[src/rtl/alu_arbiter_if.sv]
// Request/response bus of the shared ALU: two requester channels in, one tagged
// response channel out, plus the busy indication.
interface alu_arbiter_if #(
    parameter int W = 4
);
    logic         req0_valid;
    logic [2:0]   req0_op;
    logic [W-1:0] req0_a;
    logic [W-1:0] req0_b;
    logic         req0_ready;

    logic         req1_valid;
    logic [2:0]   req1_op;
    logic [W-1:0] req1_a;
    logic [W-1:0] req1_b;
    logic         req1_ready;

    logic         rsp_valid;
    logic         rsp_ready;
    logic         rsp_id;
    logic [W-1:0] rsp_data;
    logic         rsp_err;
    logic         busy;

    // Requesters and response consumer side.
    modport master (
        output req0_valid, req0_op, req0_a, req0_b,
        input  req0_ready,
        output req1_valid, req1_op, req1_a, req1_b,
        input  req1_ready,
        input  rsp_valid, rsp_id, rsp_data, rsp_err, busy,
        output rsp_ready
    );

    // Arbitrated ALU side.
    modport slave (
        input  req0_valid, req0_op, req0_a, req0_b,
        output req0_ready,
        input  req1_valid, req1_op, req1_a, req1_b,
        output req1_ready,
        output rsp_valid, rsp_id, rsp_data, rsp_err, busy,
        input  rsp_ready
    );
endinterface

[src/rtl/alu_arbiter.sv]
// One W-bit ALU shared by two requesters under round-robin arbitration.
// One operation in flight; division is restoring, one quotient bit per cycle.
module alu_arbiter #(
    parameter int W = 4
) (
    input  logic         clk,
    input  logic         rst_n,
    alu_arbiter_if.slave bus
);
    localparam int CW = (W > 1) ? $clog2(W) : 1;
    localparam logic [CW-1:0] LAST = CW'(W - 1);

    typedef enum logic [1:0] {
        S_IDLE,
        S_EXEC,
        S_DIV,
        S_RESP
    } state_t;

    state_t        r_state;
    logic          r_ptr;       // 0: requester 0 favoured, 1: requester 1 favoured
    logic          r_id;
    logic [2:0]    r_op;
    logic [W-1:0]  r_a;
    logic [W-1:0]  r_b;
    logic [W-1:0]  r_rem;
    logic [W-1:0]  r_quo;
    logic [CW-1:0] r_cnt;
    logic          r_rsp_valid;
    logic [W-1:0]  r_data;
    logic          r_rsp_err;
    logic          r_busy;

    logic          w_idle;
    logic          w_gnt0;
    logic          w_gnt1;
    logic [W-1:0]  w_alu;
    logic [W:0]    w_div_sh;
    logic          w_div_ge;
    logic [W-1:0]  w_div_diff;
    logic [W-1:0]  w_rem_nxt;
    logic [W-1:0]  w_quo_nxt;

    // Grant: only in IDLE and out of reset; contention resolved by the RR pointer.
    always_comb begin
        w_idle = rst_n && (r_state == S_IDLE);
        w_gnt0 = w_idle && bus.req0_valid && (!bus.req1_valid || !r_ptr);
        w_gnt1 = w_idle && bus.req1_valid && (!bus.req0_valid || r_ptr);
    end

    assign bus.req0_ready = w_gnt0;
    assign bus.req1_ready = w_gnt1;
    assign bus.rsp_valid  = r_rsp_valid;
    assign bus.rsp_id     = r_id;
    assign bus.rsp_data   = r_data;
    assign bus.rsp_err    = r_rsp_err;
    assign bus.busy       = r_busy;

    // Single-cycle ops on the latched operands; results wrap to W bits.
    always_comb begin
        w_alu = '0;
        case (r_op)
            3'd0:    w_alu = r_a + r_b;
            3'd1:    w_alu = r_a - r_b;
            3'd2:    w_alu = r_a * r_b;
            3'd4:    w_alu = r_a | r_b;
            3'd5:    w_alu = r_a & r_b;
            3'd6:    w_alu = r_a ^ r_b;
            3'd7:    w_alu = ~(r_a ^ r_b);
            default: w_alu = '0;
        endcase
    end

    // One restoring-division step: shift in the next dividend bit, trial-subtract.
    // The remainder stays below b, so the low W bits of the difference are exact.
    always_comb begin
        w_div_sh   = {r_rem, r_quo[W-1]};
        w_div_ge   = (w_div_sh >= {1'b0, r_b});
        w_div_diff = w_div_sh[W-1:0] - r_b;
        w_rem_nxt  = w_div_ge ? w_div_diff : w_div_sh[W-1:0];
        w_quo_nxt  = {r_quo[W-2:0], w_div_ge};
    end

    // Control FSM with registered response outputs.
    always_ff @(posedge clk) begin
        if (!rst_n) begin
            r_state     <= S_IDLE;
            r_ptr       <= 1'b0;
            r_id        <= 1'b0;
            r_op        <= '0;
            r_a         <= '0;
            r_b         <= '0;
            r_rem       <= '0;
            r_quo       <= '0;
            r_cnt       <= '0;
            r_rsp_valid <= 1'b0;
            r_data      <= '0;
            r_rsp_err   <= 1'b0;
            r_busy      <= 1'b0;
        end else begin
            case (r_state)
                S_IDLE: begin
                    if (w_gnt0 || w_gnt1) begin
                        r_op    <= w_gnt1 ? bus.req1_op : bus.req0_op;
                        r_a     <= w_gnt1 ? bus.req1_a  : bus.req0_a;
                        r_b     <= w_gnt1 ? bus.req1_b  : bus.req0_b;
                        r_id    <= w_gnt1;
                        r_ptr   <= ~w_gnt1;
                        r_busy  <= 1'b1;
                        r_state <= S_EXEC;
                    end
                end
                S_EXEC: begin
                    if (r_op == 3'd3) begin
                        if (r_b == '0) begin
                            r_data      <= '1;
                            r_rsp_err   <= 1'b1;
                            r_rsp_valid <= 1'b1;
                            r_state     <= S_RESP;
                        end else begin
                            r_rem   <= '0;
                            r_quo   <= r_a;
                            r_cnt   <= '0;
                            r_state <= S_DIV;
                        end
                    end else begin
                        r_data      <= w_alu;
                        r_rsp_err   <= 1'b0;
                        r_rsp_valid <= 1'b1;
                        r_state     <= S_RESP;
                    end
                end
                S_DIV: begin
                    r_rem <= w_rem_nxt;
                    r_quo <= w_quo_nxt;
                    r_cnt <= r_cnt + 1'b1;
                    if (r_cnt == LAST) begin
                        r_data      <= w_quo_nxt;
                        r_rsp_err   <= 1'b0;
                        r_rsp_valid <= 1'b1;
                        r_state     <= S_RESP;
                    end
                end
                S_RESP: begin
                    if (bus.rsp_ready) begin
                        r_rsp_valid <= 1'b0;
                        r_busy      <= 1'b0;
                        r_state     <= S_IDLE;
                    end
                end
                default: r_state <= S_IDLE;
            endcase
        end
    end
endmodule

[src/flat_wrapper.sv]
// flat-port wrapper written by rule: the top's interface ports become plain ports
module alu_arbiter_flat 
#(
    parameter int W = 4
)
  (clk, rst_n, bus_req0_valid, bus_req0_op, bus_req0_a, bus_req0_b, bus_req0_ready, bus_req1_valid, bus_req1_op, bus_req1_a, bus_req1_b, bus_req1_ready, bus_rsp_valid, bus_rsp_id, bus_rsp_data, bus_rsp_err, bus_busy, bus_rsp_ready);
  alu_arbiter_if #(.W(W)) bus_i ();
  input  logic clk;
  input  logic rst_n;
  input wire logic [$bits(bus_i.req0_valid)-1:0] bus_req0_valid;
  input wire logic [$bits(bus_i.req0_op)-1:0] bus_req0_op;
  input wire logic [$bits(bus_i.req0_a)-1:0] bus_req0_a;
  input wire logic [$bits(bus_i.req0_b)-1:0] bus_req0_b;
  output wire logic [$bits(bus_i.req0_ready)-1:0] bus_req0_ready;
  input wire logic [$bits(bus_i.req1_valid)-1:0] bus_req1_valid;
  input wire logic [$bits(bus_i.req1_op)-1:0] bus_req1_op;
  input wire logic [$bits(bus_i.req1_a)-1:0] bus_req1_a;
  input wire logic [$bits(bus_i.req1_b)-1:0] bus_req1_b;
  output wire logic [$bits(bus_i.req1_ready)-1:0] bus_req1_ready;
  output wire logic [$bits(bus_i.rsp_valid)-1:0] bus_rsp_valid;
  output wire logic [$bits(bus_i.rsp_id)-1:0] bus_rsp_id;
  output wire logic [$bits(bus_i.rsp_data)-1:0] bus_rsp_data;
  output wire logic [$bits(bus_i.rsp_err)-1:0] bus_rsp_err;
  output wire logic [$bits(bus_i.busy)-1:0] bus_busy;
  input wire logic [$bits(bus_i.rsp_ready)-1:0] bus_rsp_ready;
  assign bus_i.req0_valid = bus_req0_valid;
  assign bus_i.req0_op = bus_req0_op;
  assign bus_i.req0_a = bus_req0_a;
  assign bus_i.req0_b = bus_req0_b;
  assign bus_req0_ready = bus_i.req0_ready;
  assign bus_i.req1_valid = bus_req1_valid;
  assign bus_i.req1_op = bus_req1_op;
  assign bus_i.req1_a = bus_req1_a;
  assign bus_i.req1_b = bus_req1_b;
  assign bus_req1_ready = bus_i.req1_ready;
  assign bus_rsp_valid = bus_i.rsp_valid;
  assign bus_rsp_id = bus_i.rsp_id;
  assign bus_rsp_data = bus_i.rsp_data;
  assign bus_rsp_err = bus_i.rsp_err;
  assign bus_busy = bus_i.busy;
  assign bus_i.rsp_ready = bus_rsp_ready;
  alu_arbiter #(.W(W)) u_core (.clk(clk), .rst_n(rst_n), .bus(bus_i));
endmodule
[config.mk]
export PLATFORM = sky130hd
export DESIGN_NAME = alu_arbiter_flat
export DESIGN_NICKNAME = d
export VERILOG_FILES = /design/src/rtl/alu_arbiter_if.sv /design/src/rtl/alu_arbiter.sv /design/src/flat_wrapper.sv
export SDC_FILE = /design/constraint.sdc
export NUM_CORES = 1
export LEC_CHECK = 0
export CORE_ASPECT_RATIO = 1.75
export CORE_MARGIN = 8
export CORE_UTILIZATION = 25
export DETAILED_ROUTE_END_ITERATION = 6
export DONT_BUFFER_PORTS = 1
export REMOVE_ABC_BUFFERS = 1
export SLEW_MARGIN = 20
export SYNTH_ARGS = -nofsm -noshare
export SYNTH_HDL_FRONTEND = slang
export SYNTH_SLANG_ARGS = --single-unit
[constraint.sdc]
create_clock -name clk -period 4.02 [get_ports clk]
set_input_delay 0.201 -clock clk [delete_from_list [all_inputs] [get_ports clk]]
set_output_delay 0.201 -clock clk [all_outputs]
set_load 0.02 [all_outputs]
==> results.toml, run 1 <==
[synthesis]
synth-seq-cells = 32
synth_area_leaders = "dfxtp_1 27%, ha_1 13%, a21oi_1 5.8%"
yosysSeqAreaShare = 0.2729
avgSynthCellArea_sq_um = 8.236
synthFlopType = "dfxtp_1"
synthArstFlopShare = 0
synth.top_cell.area_share = 0.2729
syn_inst = 285
synth-warning-count = 0
yosysTopAreaCell = "dfxtp_1"
mappedNetlistArea_sq_um = 2347
ys_types = 53
synth_edf_count = 0

[job]
cap_violations = 0

[drt]
drc_errors = 0
drt_iter0_drc = 133
wl_per_cell_microns = 15.92
drt_pass1_iterations = 6
ant_nets = 0
via_per_inst = 5.101
vias = 2061
wl_microns = 6432

[final_layout]
most-common-layout-cells = "34 x nor2_1, 32 x dfxtp_1, 27 x a21oi_1, 26 x inv_1, 25 x ha_1"
area_growth_pct = 10.77
final_common_cell = "nor2_1"
final_nets = 335
stdcell_area_sq_um = 2600
fin_cells = 404
antenna_cells = 0
drive_gt1_frac = 0.06383

[die]
initial_utilization = 0.2526
die_h_microns = 144.2
ios = 37
dieArea_sq_um = 12870
fp.coreArea_sq_um = 9291
rows = 47
die_w_microns = 89.25

[clocking]
cts.path.max_buffers = 2
clk_latency_ps = 280
postCtsHoldBufs = 0
cts_tree = "yes"
cts-htree-levels = 2
post-cts-setup-buffers = 0
root_buffer = "clkbuf_16"
cts_resized = 0
cts-buffers-inserted = 5
clk_pin_slew_ps = 50
cts.sinks = 32

[global_route]
grt-ovfl-total = 0
grt_pass1_wl_microns = 10230
antenna_found_initial = 0
grt_pass1_vias = 2059
grt.total_usage = 0.1039
grt_start_max_net_pins = 30

[pwr]
cellPowerDensity_nw_per_um2 = 641.0
p_total_uw = 1667
p_leak_uw = 0.001037
ir_drop_mv = 0.2940

[place]
placed_cell_area_sq_um = 2454
dp.cells = 396
pre_cts_slack_ps = 1461
portBuffers = 0
gp_congestion = 0.8527
hpwl_microns = 4972

[sta]
hold_viol = 0
clock.fmax_mhz = 387.3
final-setup-viol-count = 0
skew_ps = 5.324
tightest_slew_ps = 985.3
period_needed_ps = 2582
tns_ps = 0
maxSlewHeadroom = 0.3424
fin_crit_sh = 0.6424
maxSlewViolCount = 0
rsz0062_at_grt = "no"
worst_slack_ps = 1438

[hold_path]
holdPathStages = 1
hold_class = "in -> reg"

[critical_path]
critical_path_class = "reg -> reg"
critPathMaxFanout = 22
max_stage_delay_ps = 790
critical_path_arrival_ps = 2770
crit_slowest_cell = "dfxtp_1"
cp-start-kind = "register"
crit_chain = "nor2_1 -> nand2_1 -> a21o_1 -> inv_1 -> ha_1 -> nor2b_1 -> o21ai_0 -> a211o_1 -> mux2_4 -> a311oi_2"
cp-end-kind = "register"
worstPathRequired_ps = 4210
r2r_cells = 10

[status]
status = "complete, no violations"
-- cell families (layout without fill, tap and decap cells) --
kind of cell | count (synthesis) | after routing | share of synthesized area
multiplexers | 6 | 6 | 0.02772
buffers and inverters | 41 | 38 | 0.07089
flip-flops | 32 | 32 | 0.2729
AND/OR/NAND/NOR | 84 | 84 | 0.1786
adder cells (fa/ha/maj) | 27 | 27 | 0.1503
AO/OA/AOI/OAI | 85 | 85 | 0.2623
XOR/XNOR | 10 | 10 | 0.03732
-- power breakdown --
part | leakage [uW] | internal (uW) | switching (uW)
combinational | 0.000705 | 319 | 460
sequential | 0.000262 | 383 | 115
clock | 0.0000712 | 247 | 143
-- state kept, by name, summed over array words and instances (netlist names) --
name                  count
u_core.bus.busy           1
u_core.bus.rsp_data       4
u_core.bus.rsp_err        1
u_core.bus.rsp_id         1
u_core.bus.rsp_valid      1
u_core.r_a                4
u_core.r_b                4
u_core.r_cnt              2
u_core.r_op               3
u_core.r_ptr              1
u_core.r_quo              4
u_core.r_rem              4
u_core.r_state            2
-- layer usage --
| metal | vias to the layer above | track usage | share of wire |
|---|---|---|---|
| met5 | - | 0 | 0 |
| met4 | 0 | 0.05908 | 0.038 |
| met3 | 11 | 0.02561 | 0.048 |
| met2 | 48 | 0.1871 | 0.54 |
| met1 | 989 | 0.1038 | 0.38 |
| li1 | 1013 | - | - |
-- path summary, 6_finish.rpt --
kind	start	end	slack, ps
worst max-delay path	u_core.r_op[1]	u_core.bus.rsp_data[3]	1440
worst min-delay path	rst_n	u_core.r_state[0]	40
worst max register to register	u_core.r_op[1]	u_core.bus.rsp_data[3]	1440
worst min register to register	u_core.r_cnt[1]	u_core.r_cnt[1]	460
-- through the flow --
step | hold slack, ps | util
floorplan | 332.2 | -
global placement | 337.3 | 0.2641
detailed placement | 340.5 | 0.2641
CTS | 40.99 | 0.2798
global route | 47.64 | 0.2798
finish | 44.91 | 0.2798
-- critical path, delay by kind of cell (launching register included) --
| kind | cells | cell delay, ps |
|---|---|---|
| multiplexers | 1 | 260 |
| flip-flops | 1 | 790 |
| AO/OA/AOI/OAI | 4 | 770 |
| adder cells (fa/ha/maj) | 1 | 260 |
| AND/OR/NAND/NOR | 3 | 350 |
| buffers and inverters | 1 | 50 |
-- Yosys cell counts, drive strengths merged (2+ instances only) --
cell type / number
nor3b: 3
nand3: 6
clkbuf: 6
a21oi: 27
nand3b: 2
o31ai: 2
o21ai: 13
dfxtp: 32
nor2b: 8
mux2i: 5
or3: 2
a211oi: 4
nor2: 34
and3: 3
o211ai: 7
xnor2: 7
a21boi: 2
nand2: 17
a211o: 2
nor3: 2
a21o: 2
xor2: 3
ha: 25
fa: 2
a222oi: 12
nand2b: 4
o22ai: 2
buf: 7
o311ai: 2
inv: 28
-- final cells by class --
type	instances	area (sq um)
tap	122	152.6
inverter	28	105.1
sequential	32	640.6
multi-input combinational	212	1540
clock buffer	8	146.4
timing repair buffer	2	15.01
fill	1056	6691
Note: power is estimated with default switching activity, not from simulation.
==> run 2: changes to the inputs <==
Clock period 4.02 ns to 2.4 ns, I/O delays scaled along.
==> run 2 against run 1 <==
Net effect: hold slack worse by 33 ps; non-clock buffer count up 17; critical path type unchanged; die area unchanged; register-to-register slack worse by 1300 ps; count of clock-buffer cells in the layout down 2; via count up 2.8%; first-iteration DRC count up 15%; power up 79%; global-route usage up 0.66 points; largest cell class unchanged; critical path depth unchanged; utilization up 1.7 points.
==> results.toml, run 2 (synthesized netlist as in run 1, its figures left out) <==
[hold_path]
hold_class = "in -> reg"
hp-start = "bus_req0_a[1]"

[sta]
maxSlewHeadroom = 0.3347
skew_ps = 9.804
period_needed_ps = 2242
maxSlewViolCount = 0
tightest_slew_ps = 996.8
hold_viol = 0
tns_ps = 0
clock.fmax_mhz = 446.1
fin_crit_sh = 0.9340
final-setup-viol-count = 0

[drt]
wl_microns = 6733
ant_nets = 0
wl_per_cell_microns = 15.99
drt_pass1_iterations = 5
drc_errors = 0
vias = 2118
drt_iter0_drc = 153
via_per_inst = 5.031

[global_route]
use_met2 = 0.2056
top_usage_layer = "met2"
grt_start_max_net_pins = 30
grt_pass1_vias = 2200
grt_use_met3 = 0.02390
gr-usage-met1 = 0.1066
antenna_found_initial = 0
grt.total_usage = 0.1106
grt-ovfl-total = 0
grt_pass1_wl_microns = 10730

[die]
dieArea_sq_um = 12870
initial_utilization = 0.2526
die_w_microns = 89.25
rows = 47
die_h_microns = 144.2
fp.coreArea_sq_um = 9291
ios = 37

[clocking]
cts.sinks = 32
cts-buffers-inserted = 5
cts.path.max_buffers = 2
cts-htree-levels = 2
root_buffer = "clkbuf_16"
clk_latency_ps = 290
cts_tree = "yes"
clk_pin_slew_ps = 60

[place]
hpwl_microns = 5248
dp.cells = 410
portBuffers = 0
gp_congestion = 0.9153

[final_layout]
antenna_cells = 0
fin_cells = 421
final_nets = 352
area_growth_pct = 17.59
most-common-layout-cells = "33 x nor2_1, 30 x dfxtp_1, 27 x a21oi_1, 26 x inv_1, 25 x ha_1"
final_common_cell = "nor2_1"
drive_gt1_frac = 0.1338

[job]
cap_violations = 0

[critical_path]
startpoint = "u_core.r_b[1]"
critPathMaxFanout = 4
worstPathRequired_ps = 2590
regToRegSetupSlack_ps = 160
cp-end-kind = "register"
cp-start-kind = "register"
critical_path_arrival_ps = 2430
r2r-start = "u_core.r_b[1]"
critical_path_class = "reg -> reg"

[pwr]
ir_drop_mv = 0.4703
cellPowerDensity_nw_per_um2 = 1082
p_total_uw = 2987
p_leak_uw = 0.001137

[status]
status = "complete, no violations"
==> run 2: per-layer routing <==
metal,routed length (microns),part of all wire,vias to the layer above
met4,238,0.035,0
met1,2514,0.37,1013
met2,3697,0.55,42
li1,-,-,1051
met5,0,0,-
met3,283,0.042,12
==> run 2: power breakdown <==
part           internal (uW)  total, uW  switching, uW
Combinational            605       1470            867
Clock                    488        735            246
Sequential               643        781            138
Total                   1740       2990           1250
==> run 2: timing repair <==
item | CTS | global route
hold buffers | 1 | 0
buffers inserted | 0 | 2
setup endpoints to repair | 0 | 1
resized for setup | 0 | 6
endpoints found under the hold margin | 3 | 0
==> run 2: path summary, 6_finish.rpt <==
kind | to | cells past startpoint
min | u_core.r_a[1] | 2
max | u_core.bus.rsp_data[3] | 10
max reg2reg | u_core.bus.rsp_data[3] | 10
min reg2reg | u_core.r_cnt[1] | 2
==> run 2: critical path: stages (launching register included) <==
cell	delay (ps)
dfxtp_2	350
inv_1	60
ha_1	270
a21o_1	120
inv_1	50
ha_1	250
nor2b_1	120
o21ai_1	80
a211o_1	290
mux2_4	260
a311oi_2	290
==> run 2: per-stage QoR <==
stage / setup slack [ps] / utilization / instance area (sq um) / hold WS [ps]
2_1_floorplan: 107.9 / - / 2286 / 251.2
3_3_place_gp: 183.0 / 0.2754 / 2559 / 258.0
3_5_place_dp: 146.8 / 0.2754 / 2559 / 259.0
4_1_cts: 102.0 / 0.2941 / 2733 / 6.922
5_1_grt: -5.597 / 0.2971 / 2760 / 13.64
6_report: 158.5 / 0.2971 / 2760 / 12.12
==> run 2: area by class of cell <==
class                      count  area [sq um]
timing repair buffer          19         145.1
clock buffer                   6         128.9
tap                          122         152.6
inverter                      28         105.1
sequential                    32         643.1
multi-input combinational    212          1550
fill                        1031          6531
clock inverter                 2         35.03
==> run 3: changes to the inputs <==
Settings changed: RECOVER_POWER set to 25.
==> run 3 against run 2 <==
Net effect: non-clock buffer count is the same; clock skew is essentially flat; fmax is the same; clock power is essentially flat; setup slack is essentially flat; final area shrank 0.14%; cell count is the same; combinational power is essentially flat.
==> results.toml, run 3 (synthesized netlist as in run 1, its figures left out) <==
[status]
status = "complete, no violations"

[pwr]
cellPowerDensity_nw_per_um2 = 1083
ir_drop_mv = 0.4703
p_leak_uw = 0.001133

[final_layout]
fin_cells = 421
area_growth_pct = 17.43
final_common_cell = "nor2_1"
final_nets = 352
fillers = 1031
antenna_cells = 0
most-common-layout-cells = "33 x nor2_1, 30 x dfxtp_1, 27 x a21oi_1, 26 x inv_1, 25 x ha_1"
drive_gt1_frac = 0.1304
fin_util = 0.2967

[global_route]
antenna_found_initial = 0
grt_pass1_wl_microns = 10730
grt_start_max_net_pins = 30
grt.total_usage = 0.1106
grt_pass1_vias = 2200
grt-ovfl-total = 0

[die]
fp.coreArea_sq_um = 9291
die_w_microns = 89.25
initial_utilization = 0.2526
die_h_microns = 144.2
dieArea_sq_um = 12870
ios = 37
rows = 47

[drt]
ant_nets = 0
vias = 2118
route.met3.wl_microns = 284
wl_per_cell_microns = 16.00
wl_microns = 6738
via_per_inst = 5.031
dr_wl_met2_microns = 3700
drt_iter0_drc = 153
wl_met1_microns = 2515
drt_pass1_iterations = 5
drc_errors = 0
top_layer_used = "met4"

[critical_path]
critical_path_arrival_ps = 2430
crit_family = "compound AO/OA/AOI/OAI gates"
crit_chain = "inv_1 -> ha_1 -> a21o_1 -> inv_1 -> ha_1 -> nor2b_1 -> o21ai_1 -> a211o_1 -> mux2_4 -> a311oi_2"
critPathMaxFanout = 4
worstPathRequired_ps = 2590
r2r_cells = 10
crit_slowest_cell = "dfxtp_2"
crit_cells = 10
max_stage_delay_ps = 350
critical_path_class = "reg -> reg"
path_buf_inv = 2
cp-end-kind = "register"
cp-start-kind = "register"

[clocking]
clk_latency_ps = 290
cts.sinks = 32
cts-buffers-inserted = 5
clk_pin_slew_ps = 60
cts-htree-levels = 2
cts_tree = "yes"
cts.path.max_buffers = 2
root_buffer = "clkbuf_16"

[place]
portBuffers = 0
hpwl_microns = 5248
gp_congestion = 0.9153
dp.cells = 410

[sta]
hold-worst-slack_ps = 12.14
maxSlewHeadroom = 0.3349
maxSlewViolCount = 0
final-setup-viol-count = 0
hold_viol = 0
fin_crit_sh = 0.9340
tightest_slew_ps = 996.5
clock.fmax_mhz = 446.1
skew_ps = 9.799
period_needed_ps = 2242

[hold_path]
holdPathStages = 2
hold_class = "in -> reg"

[job]
cap_violations = 0
run 3: cell types whose count changed in the layout (fill, tap and decap cells not counted):
cell      change
buf_4         -1
clkbuf_1      +1
run 3: cell type report:
type | instances | area, sq um | area share
tap | 122 | 152.6 | 0.05538
clock inverter | 2 | 35.03 | 0.01271
inverter | 28 | 105.1 | 0.03813
multi-input combinational | 212 | 1550 | 0.5624
clock buffer | 6 | 128.9 | 0.04675
timing repair buffer | 19 | 141.4 | 0.05129
sequential | 32 | 643.1 | 0.2333
run 3: metal layers:
| layer | up-vias | global-route usage |
|---|---|---|
| li1 | 1051 | - |
| met1 | 1013 | 0.1066 |
| met2 | 42 | 0.2056 |
| met3 | 12 | 0.02390 |
| met4 | 0 | 0.06349 |
| met5 | - | 0 |
run 3: worst paths after layout:
path | startpoint | end | slack, ps
worst min-delay path | bus_req0_a[1] | u_core.r_a[1] | 10
worst max-delay path | u_core.r_b[1] | u_core.bus.rsp_data[3] | 160
worst max register to register | u_core.r_b[1] | u_core.bus.rsp_data[3] | 160
worst min register to register | u_core.r_cnt[1] | u_core.r_cnt[1] | 460
run 3: report_power, final:
part | internal [uW] | switching (uW) | total, uW
logic | 603 | 867 | 1470
registers | 643 | 138 | 781
clock network | 488 | 246 | 735
run 3: what timing repair did:
item                                    CTS  global route
endpoints found under the setup margin    0             1
hold buffers                              1             0
endpoints found under the hold margin     3             0
resized for setup                         0             6
buffers inserted                          0             2
run 3: through the flow:
stage,TNS [ps],setup WS [ps],power (uW),area (sq um)
6_report,0,158.5,2986,2756
5_1_grt,-5.597,-5.597,3202,2756
4_1_cts,0,102.0,2987,2733
3_5_place_dp,0,146.8,2231,2559
3_3_place_gp,0,183.0,2201,2559
2_1_floorplan,0,107.9,1824,2286
